**src/rtl/dac_pwm_driver.sv**
```systemverilog
`default_nettype none
// ============================================================================
// Module   : dac_pwm_driver
// Purpose  : Converts the FLL control-loop DAC code into a 1-bit PWM or
//            first-order delta-sigma stream for the analog filter, and applies
//            the VCO corner select with a blanking interval after each change.
// Revision : 1.0  initial release
// ============================================================================
module dac_pwm_driver #(
   parameter int N      = 10,   // code width; modulation period is 2^N cycles
   parameter int SETTLE = 16    // blanking cycles after a corner change (1..255)
) (
   input  logic         clk,
   input  logic         reset,
   input  logic         enable,
   input  logic         mode,
   input  logic [N-1:0] dac,
   input  logic [2:0]   corner,
   output logic         pwm_out,
   output logic [2:0]   corner_out,
   output logic         period_strobe,
   output logic [N-1:0] active_code,
   output logic         busy
);

   typedef enum logic [1:0] {
      ST_IDLE   = 2'd0,
      ST_RUN    = 2'd1,
      ST_SETTLE = 2'd2
   } state_t;

   localparam logic [N-1:0] c_CNT_MAX   = '1;
   localparam logic [N-1:0] c_CNT_ONE   = N'(1);
   localparam logic [7:0]   c_SCNT_LOAD = 8'(SETTLE - 1);

   // Registered state
   state_t       r_state;
   logic [N-1:0] r_cnt;
   logic [N-1:0] r_acc;
   logic [7:0]   r_scnt;
   logic         r_mode;
   logic [N-1:0] r_code;
   logic [2:0]   r_corner;
   logic         r_pwm;
   logic         r_strobe;
   logic         r_busy;

   // Next-state values
   state_t       w_state_nxt;
   logic [N-1:0] w_cnt_nxt;
   logic [N-1:0] w_acc_nxt;
   logic [7:0]   w_scnt_nxt;
   logic         w_mode_nxt;
   logic [N-1:0] w_code_nxt;
   logic [2:0]   w_corner_nxt;
   logic         w_pwm_nxt;
   logic         w_strobe_nxt;
   logic         w_busy_nxt;

   // Helpers
   logic [N:0]   w_sum;
   logic         w_corner_chg;
   logic         w_wrap;

   assign w_sum        = {1'b0, r_acc} + {1'b0, r_code};
   assign w_corner_chg = (corner != r_corner);
   assign w_wrap       = (r_cnt == c_CNT_MAX);

   // Next-state and next-output decode; priority is disable > corner change > wrap
   always_comb begin
      w_state_nxt  = r_state;
      w_cnt_nxt    = r_cnt;
      w_acc_nxt    = r_acc;
      w_scnt_nxt   = r_scnt;
      w_mode_nxt   = r_mode;
      w_code_nxt   = r_code;
      w_corner_nxt = r_corner;
      w_pwm_nxt    = 1'b0;
      w_busy_nxt   = 1'b0;
      w_strobe_nxt = 1'b0;

      case (r_state)
         ST_IDLE: begin
            w_cnt_nxt = '0;
            w_acc_nxt = '0;
            if (enable) begin
               w_code_nxt   = dac;
               w_corner_nxt = corner;
               w_mode_nxt   = mode;
               w_state_nxt  = ST_RUN;
            end
         end

         ST_RUN: begin
            if (!enable) begin
               w_state_nxt = ST_IDLE;
               w_cnt_nxt   = '0;
               w_acc_nxt   = '0;
            end else if (w_corner_chg) begin
               w_corner_nxt = corner;
               w_scnt_nxt   = c_SCNT_LOAD;
               w_busy_nxt   = 1'b1;
               w_cnt_nxt    = '0;
               w_state_nxt  = ST_SETTLE;
            end else begin
               // Counter wraps naturally from all-ones to zero
               w_cnt_nxt = r_cnt + c_CNT_ONE;
               if (r_mode) begin
                  w_pwm_nxt = w_sum[N];
                  w_acc_nxt = w_sum[N-1:0];
               end else begin
                  w_pwm_nxt = (r_cnt < r_code);
               end
               // New code and mode only take effect on a period boundary
               if (w_wrap) begin
                  w_code_nxt = dac;
                  w_mode_nxt = mode;
               end
            end
         end

         ST_SETTLE: begin
            if (!enable) begin
               w_state_nxt = ST_IDLE;
               w_cnt_nxt   = '0;
               w_acc_nxt   = '0;
            end else if (w_corner_chg) begin
               // Another corner change restarts the blanking interval
               w_corner_nxt = corner;
               w_scnt_nxt   = c_SCNT_LOAD;
               w_busy_nxt   = 1'b1;
            end else if (r_scnt == 8'd0) begin
               w_state_nxt = ST_RUN;
               w_cnt_nxt   = '0;
               w_acc_nxt   = '0;
               w_code_nxt  = dac;
               w_mode_nxt  = mode;
            end else begin
               w_scnt_nxt = r_scnt - 8'd1;
               w_busy_nxt = 1'b1;
            end
         end

         default: begin
            w_state_nxt = ST_IDLE;
            w_cnt_nxt   = '0;
            w_acc_nxt   = '0;
         end
      endcase

      // Strobe is registered, so it is raised on the edge entering the last count
      w_strobe_nxt = (w_state_nxt == ST_RUN) && (w_cnt_nxt == c_CNT_MAX);
   end

   // State and output registers with synchronous reset
   always_ff @(posedge clk) begin
      if (reset) begin
         r_state  <= ST_IDLE;
         r_cnt    <= '0;
         r_acc    <= '0;
         r_scnt   <= 8'd0;
         r_mode   <= 1'b0;
         r_code   <= '0;
         r_corner <= 3'd0;
         r_pwm    <= 1'b0;
         r_strobe <= 1'b0;
         r_busy   <= 1'b0;
      end else begin
         r_state  <= w_state_nxt;
         r_cnt    <= w_cnt_nxt;
         r_acc    <= w_acc_nxt;
         r_scnt   <= w_scnt_nxt;
         r_mode   <= w_mode_nxt;
         r_code   <= w_code_nxt;
         r_corner <= w_corner_nxt;
         r_pwm    <= w_pwm_nxt;
         r_strobe <= w_strobe_nxt;
         r_busy   <= w_busy_nxt;
      end
   end

   assign pwm_out       = r_pwm;
   assign corner_out    = r_corner;
   assign period_strobe = r_strobe;
   assign active_code   = r_code;
   assign busy          = r_busy;

endmodule
`default_nettype wire

```
**config.mk**
```make
export PLATFORM = sky130hd
export DESIGN_NAME = dac_pwm_driver
export DESIGN_NICKNAME = d
export VERILOG_FILES = /design/src/rtl/dac_pwm_driver.sv
export SDC_FILE = /design/constraint.sdc
export NUM_CORES = 1
export LEC_CHECK = 0
export ABC_AREA = 0
export CAP_MARGIN = 10
export CORE_ASPECT_RATIO = 1.25
export CORE_MARGIN = 10
export CORE_UTILIZATION = 55
export DETAILED_ROUTE_END_ITERATION = 8
export PLACE_DENSITY = 0.83
export SLEW_MARGIN = 20
export SYNTH_ARGS = -nofsm -noshare
export SYNTH_HDL_FRONTEND = slang
export SYNTH_SLANG_ARGS = --single-unit
```
**constraint.sdc**
```tcl
create_clock -name clk -period 3.1 [get_ports clk]
set_clock_uncertainty 0.2 [all_clocks]
set_input_delay 0.62 -clock clk [delete_from_list [all_inputs] [get_ports clk]]
set_output_delay 0.62 -clock clk [all_outputs]
set_load 0.02 [all_outputs]
```
Word-level counts from Yosys, hierarchy flattened:

Cells that the tools add are included.

* input port bits: 17
* output and inout bits: 16
* flip-flop bits (word level): 47
* logic and storage cells: 102

* $add $sub $neg: 3
* multiplexer cells: 53
* bitwise logic cells: 2
* reduce and logical (&&, ||, !) cells: 12
* order comparisons: 1
* equality and inequality tests: 21

Operators by type and width (count)
* 10-bit 2-to-1 mux: 18
* 8-bit 2-to-1 mux: 5
* 10-bit one-hot mux with 2 select lines: 2
* 10-bit one-hot mux with 3 select lines: 1
* 10-bit equality test (second input constant): 2
* 2-bit != test (second input constant): 8
* 8-bit one-hot mux with 2 select lines: 1
* 3-bit != test (second input constant): 5
* 1-bit 2-to-1 mux: 13
* 2-bit 2-to-1 mux: 6
* 10-bit by 10-bit adder with 11-bit output: 1
* 10-bit by 1-bit adder with 10-bit output (second input constant): 1
* 10-bit < comparator: 1
* 3-bit 2-to-1 mux: 3
* 8-bit zero test: 1
* 4-bit AND reduction: 2
* 8-bit AND reduction: 1
* 8-bit by 1-bit subtractor with 8-bit output (second input constant): 1
* 2-bit one-hot mux with 3 select lines: 1
* 3-bit one-hot mux with 2 select lines: 1
* 5-bit AND reduction: 1
* 2-bit by 1-bit equality test with 1-bit output (second input constant): 2
* 2-bit by 1-bit != test with 1-bit output (second input constant): 2
* 2-bit nonzero test: 2
* other kinds (10): 11

Depth between registers and ports, before layout:

* depth in word-level cells: 7
* gate-level depth with buffers: 10
* depth with buffers taken out: 10

Worst setup path before layout:

No wires, ideal clock.

* kind: input to register
* from: input enable
* to: register r_strobe, in the netlist period_strobe
* data required time: 2.827 ns
* buffers on the path: 1
* library setup time: 0.073 ns
* slack: 0.748 ns
* data arrival time: 2.079 ns
* cell stages on the path: 7
* cell sequence: clkbuf_1 -> nand2_1 -> nor2_4 -> a22o_1 -> nand2_1 -> or4_1 -> nor3_2

* word-level cells in the longest chain between the ends: 4
* elaborated cells between the ends (all ways): 10
* those cells by class: 2 x eq/ne; 7 x mux; 1 x reduce/logical

RTL lines
* from (decl): line 15 `input logic enable,`
* 10-bit 2-to-1 mux (tied with other cells): line 123 `if (!enable) begin`
* 10-bit one-hot mux with 2 select lines / 2-bit one-hot mux with 3 select lines (equally long branches): line 82 `case (r_state)`
* 10-bit equality test / 2-bit by 1-bit equality test with 1-bit output (equally long branches): line 152 `w_strobe_nxt = (w_state_nxt == ST_RUN) && (w_cnt_nxt == c_CNT_MAX);`
* 1-bit logical AND *: line 152
* to (signal assigned): line 177 `r_strobe <= w_strobe_nxt;`
* to (decl): line 45 `logic r_strobe;`

Every way passes the cells marked *; elsewhere a longest branch is shown, timed or not.
A chain may end at the register's enable or synchronous reset.

Worst setup path in the final report:

* from: input corner[0]
* to: register r_code[5], in the netlist active_code[5]

* word-level cells in the longest chain between the ends: 3
* elaborated cells between the ends (all ways): 4
* those cells by class: 3 x eq/ne; 1 x reduce/logical

RTL lines
* from (decl): line 18 `input logic [2:0] corner,`
* 3-bit != test *: line 66 `assign w_corner_chg = (corner != r_corner);`
* 2-bit != test (no source line)
* 8-bit AND reduction (no source line) *
* to (signal assigned): line 174 `r_code <= w_code_nxt;`
* to (decl): line 42 `logic [N-1:0] r_code;`

Marks and branches as above.

==> flow_summary.ini <==
[timing]
worst_pin_slew_ns = 0.537
relSlewSlack_pct = 64.2
final-setup-viol-count = 0
hold_viol = 0
setup_ws_ns = 0.459
rsz0062_at_grt = no
min_period_over_period_pct = 85.2
min_period_ns = 2.64
fin_setup_tns_ns = 0
drv_slew = 0
fmax_mhz = 379

[cts]
insertion_delay_ns = 0.30
cts_tree = done
cts-root-buf = clkbuf_8
cts_setup_buffers = 0
cts-buffers-inserted = 5
clk_path_buf_depth = 2
cts.clk_slew.worst_paths_ns = 0.08
clock_sinks = 47
hold_buffers = 0
cts.repair.resized = 0
h-tree-depth = 2

[synthesis]
yosys_register_bits = 47
syn_nets = 389
synth_area_mm2 = 0.00284
synth_edf_count = 0
synth_area_leader_cell = dfxtp_1
yosysWarnings = 0
ys_top_cells_by_area = dfxtp_1 33%, ha_1 11%, nor2_1 6.5%
syn_avg_cell_area_um2 = 8.22
synth-seq-area-share_pct = 33.1
ys.flop_type = dfxtp_1
ys_types = 50
syn_inst = 346
async_flop_share_pct = 0
synth_top_area_share_pct = 33.1

[worst_setup_path]
worstSetupPathType = input pin to flip-flop
cp_max_fo = 11
critPathLaunchType = input pin
rr_startpoint = r_scnt[0]
end_kind = flip-flop
crit_end = active_code[5]
r2r_cells = 10
rrSetupSlack_ns = 0.57
crit_start = corner[0]
cp_data_arrival_time_ns = 2.63
timing.rr.end = active_code[5]
cp.required_ns = 3.08

[floorplanning]
die_w_um = 84.3
die_height_um = 100
rows = 29
ios = 33
die-area_mm2 = 0.00846
start_util_pct = 56.4
core_mm2 = 0.00504

[drt]
dr.pass1.iters = 4
first_iter_violations = 205
wl_per_cell_um = 15.4
drc_errors = 0
detail-route-antenna-nets = 0
routed_wl_um = 6840
vias = 2613
avgViaCountPerCell = 5.90

[final_layout]
postLayoutCellArea_mm2 = 0.00335
seq_area_um2 = 941
fill_cells = 415
syn2layout_area_growth_pct = 17.8
final_nets = 423
diodes = 0
multi_input_area_mm2 = 0.00179
drive_above_1_share_pct = 6.04

[placement]
place_area_mm2 = 0.00325
pre_cts_slack_ns = 0.145
dp_hpwl_um = 5170
port_buffers = 32
place.gp.congestion = 0.953

[power]
ir_drop_mv = 0.319
cellPowerDensity_mw_per_mm2 = 435
power_leakage_nw = 1.31
p_total_w = 0.00146

[global_route]
track_usage_pct = 16.6
antenna_found_initial = 0
overflow = 0
grt_pass1_wl_um = 11900
grt_pass1_vias = 2612
grt_max_degree = 34

[hold_path]
hold_class = flip-flop to flip-flop

[outcome]
outcome = finished, final reports clean

[flow_run]
maxCapViolations = 0
## layout make-up
type | count | share of cell area (%)
well taps | 62 | 2.32
clock buffers | 8 | 2.99
multi-input cells | 270 | 53.4
inverters | 16 | 1.79
repair buffers | 40 | 11.4
flip-flops and latches | 47 | 28.1
## registers in the layout (all words and copies together) (netlist names)
register / cells
r_scnt: 8
period_strobe: 1
active_code: 10
corner_out: 3
r_cnt: 10
pwm_out: 1
r_state: 2
busy: 1
r_acc: 10
r_mode: 1
## kinds of logic (layout without fill, tap and decap cells)
logic type	after synthesis	count (layout)	synth area share, %
AND/OR/NAND/NOR	135	135	23.1
AO/OA/AOI/OAI	78	78	17.7
flip-flops	47	47	33.1
buffers and inverters	29	64	4.23
adder cells (fa/ha/maj)	26	26	11.7
XOR/XNOR	17	17	5.24
multiplexers	14	14	4.93
## synth_stat cells, drive strengths merged, types with 9 or more instances
cell type	n
a211oi	10
a21oi	30
clkbuf	9
dfxtp	47
ha	25
inv	16
mux2i	14
nand2	23
nand3	10
nor2	50
nor3	19
o21ai	10
xnor2	14
## report_power, final
| group | switching, W | total, W | internal (W) |
|---|---|---|---|
| combinational | 0.000207 | 0.000377 | 0.000170 |
| sequential | 0.0000349 | 0.000672 | 0.000637 |
| clock | 0.000204 | 0.000408 | 0.000204 |
| total | 0.000446 | 0.00146 | 0.00101 |
## layer usage
metal	track usage [%]	up-vias	part of all wire (%)
li1	-	1302	-
met1	17.9	1224	42
met2	30.7	72	52
met3	3.00	15	3.8
met4	6.84	0	2.5
met5	0	-	0
## cells in the final DEF, fill, tap and decap left out, types with 4 or more instances in the layout
master	instances
a211oi_1	10
a21o_1	5
a21oi_1	29
a31oi_1	5
and2_1	5
buf_4	8
clkbuf_8	7
clkdlybuf4s50_1	32
dfxtp_1	47
ha_1	25
inv_1	16
mux2i_1	14
nand2_1	23
nand2b_1	5
nand3_1	10
nor2_1	49
nor2b_1	4
nor3_1	18
nor4_1	4
o21ai_0	9
xnor2_1	14
## worst min-delay path by stage
| stage | startpoint | to | cells past startpoint |
|---|---|---|---|
| after floorplan | r_acc[0] | r_acc[0] | 2 |
| after global placement | r_acc[6] | r_acc[6] | 2 |
| after detailed placement | r_acc[7] | r_acc[7] | 2 |
| after CTS | r_acc[7] | r_acc[7] | 2 |
| after global routing | r_acc[7] | r_acc[7] | 2 |
| final | r_acc[0] | r_acc[0] | 2 |
## through the flow
| step | util (%) | hold slack [ns] | instances |
|---|---|---|---|
| 3_3_place_gp | 64.4 | 0.245 | 435 |
| 4_1_cts | 66.4 | 0.268 | 443 |
| 6_report | 66.4 | 0.272 | 443 |
| 2_1_floorplan | - | 0.236 | 346 |
| 5_1_grt | 66.4 | 0.299 | 443 |
| 3_5_place_dp | 64.4 | 0.255 | 435 |
## critical path, cell delays in order
cell	delay (ns)
clkdlybuf4s50_1	0.50
xnor2_1	0.14
and3_1	0.38
nand2_1	0.17
a22oi_1	0.21
o311ai_2	0.13
buf_4	0.23
mux2i_1	0.18
nor2_1	0.05
No activity file was read; power rests on OpenSTA's default activity.
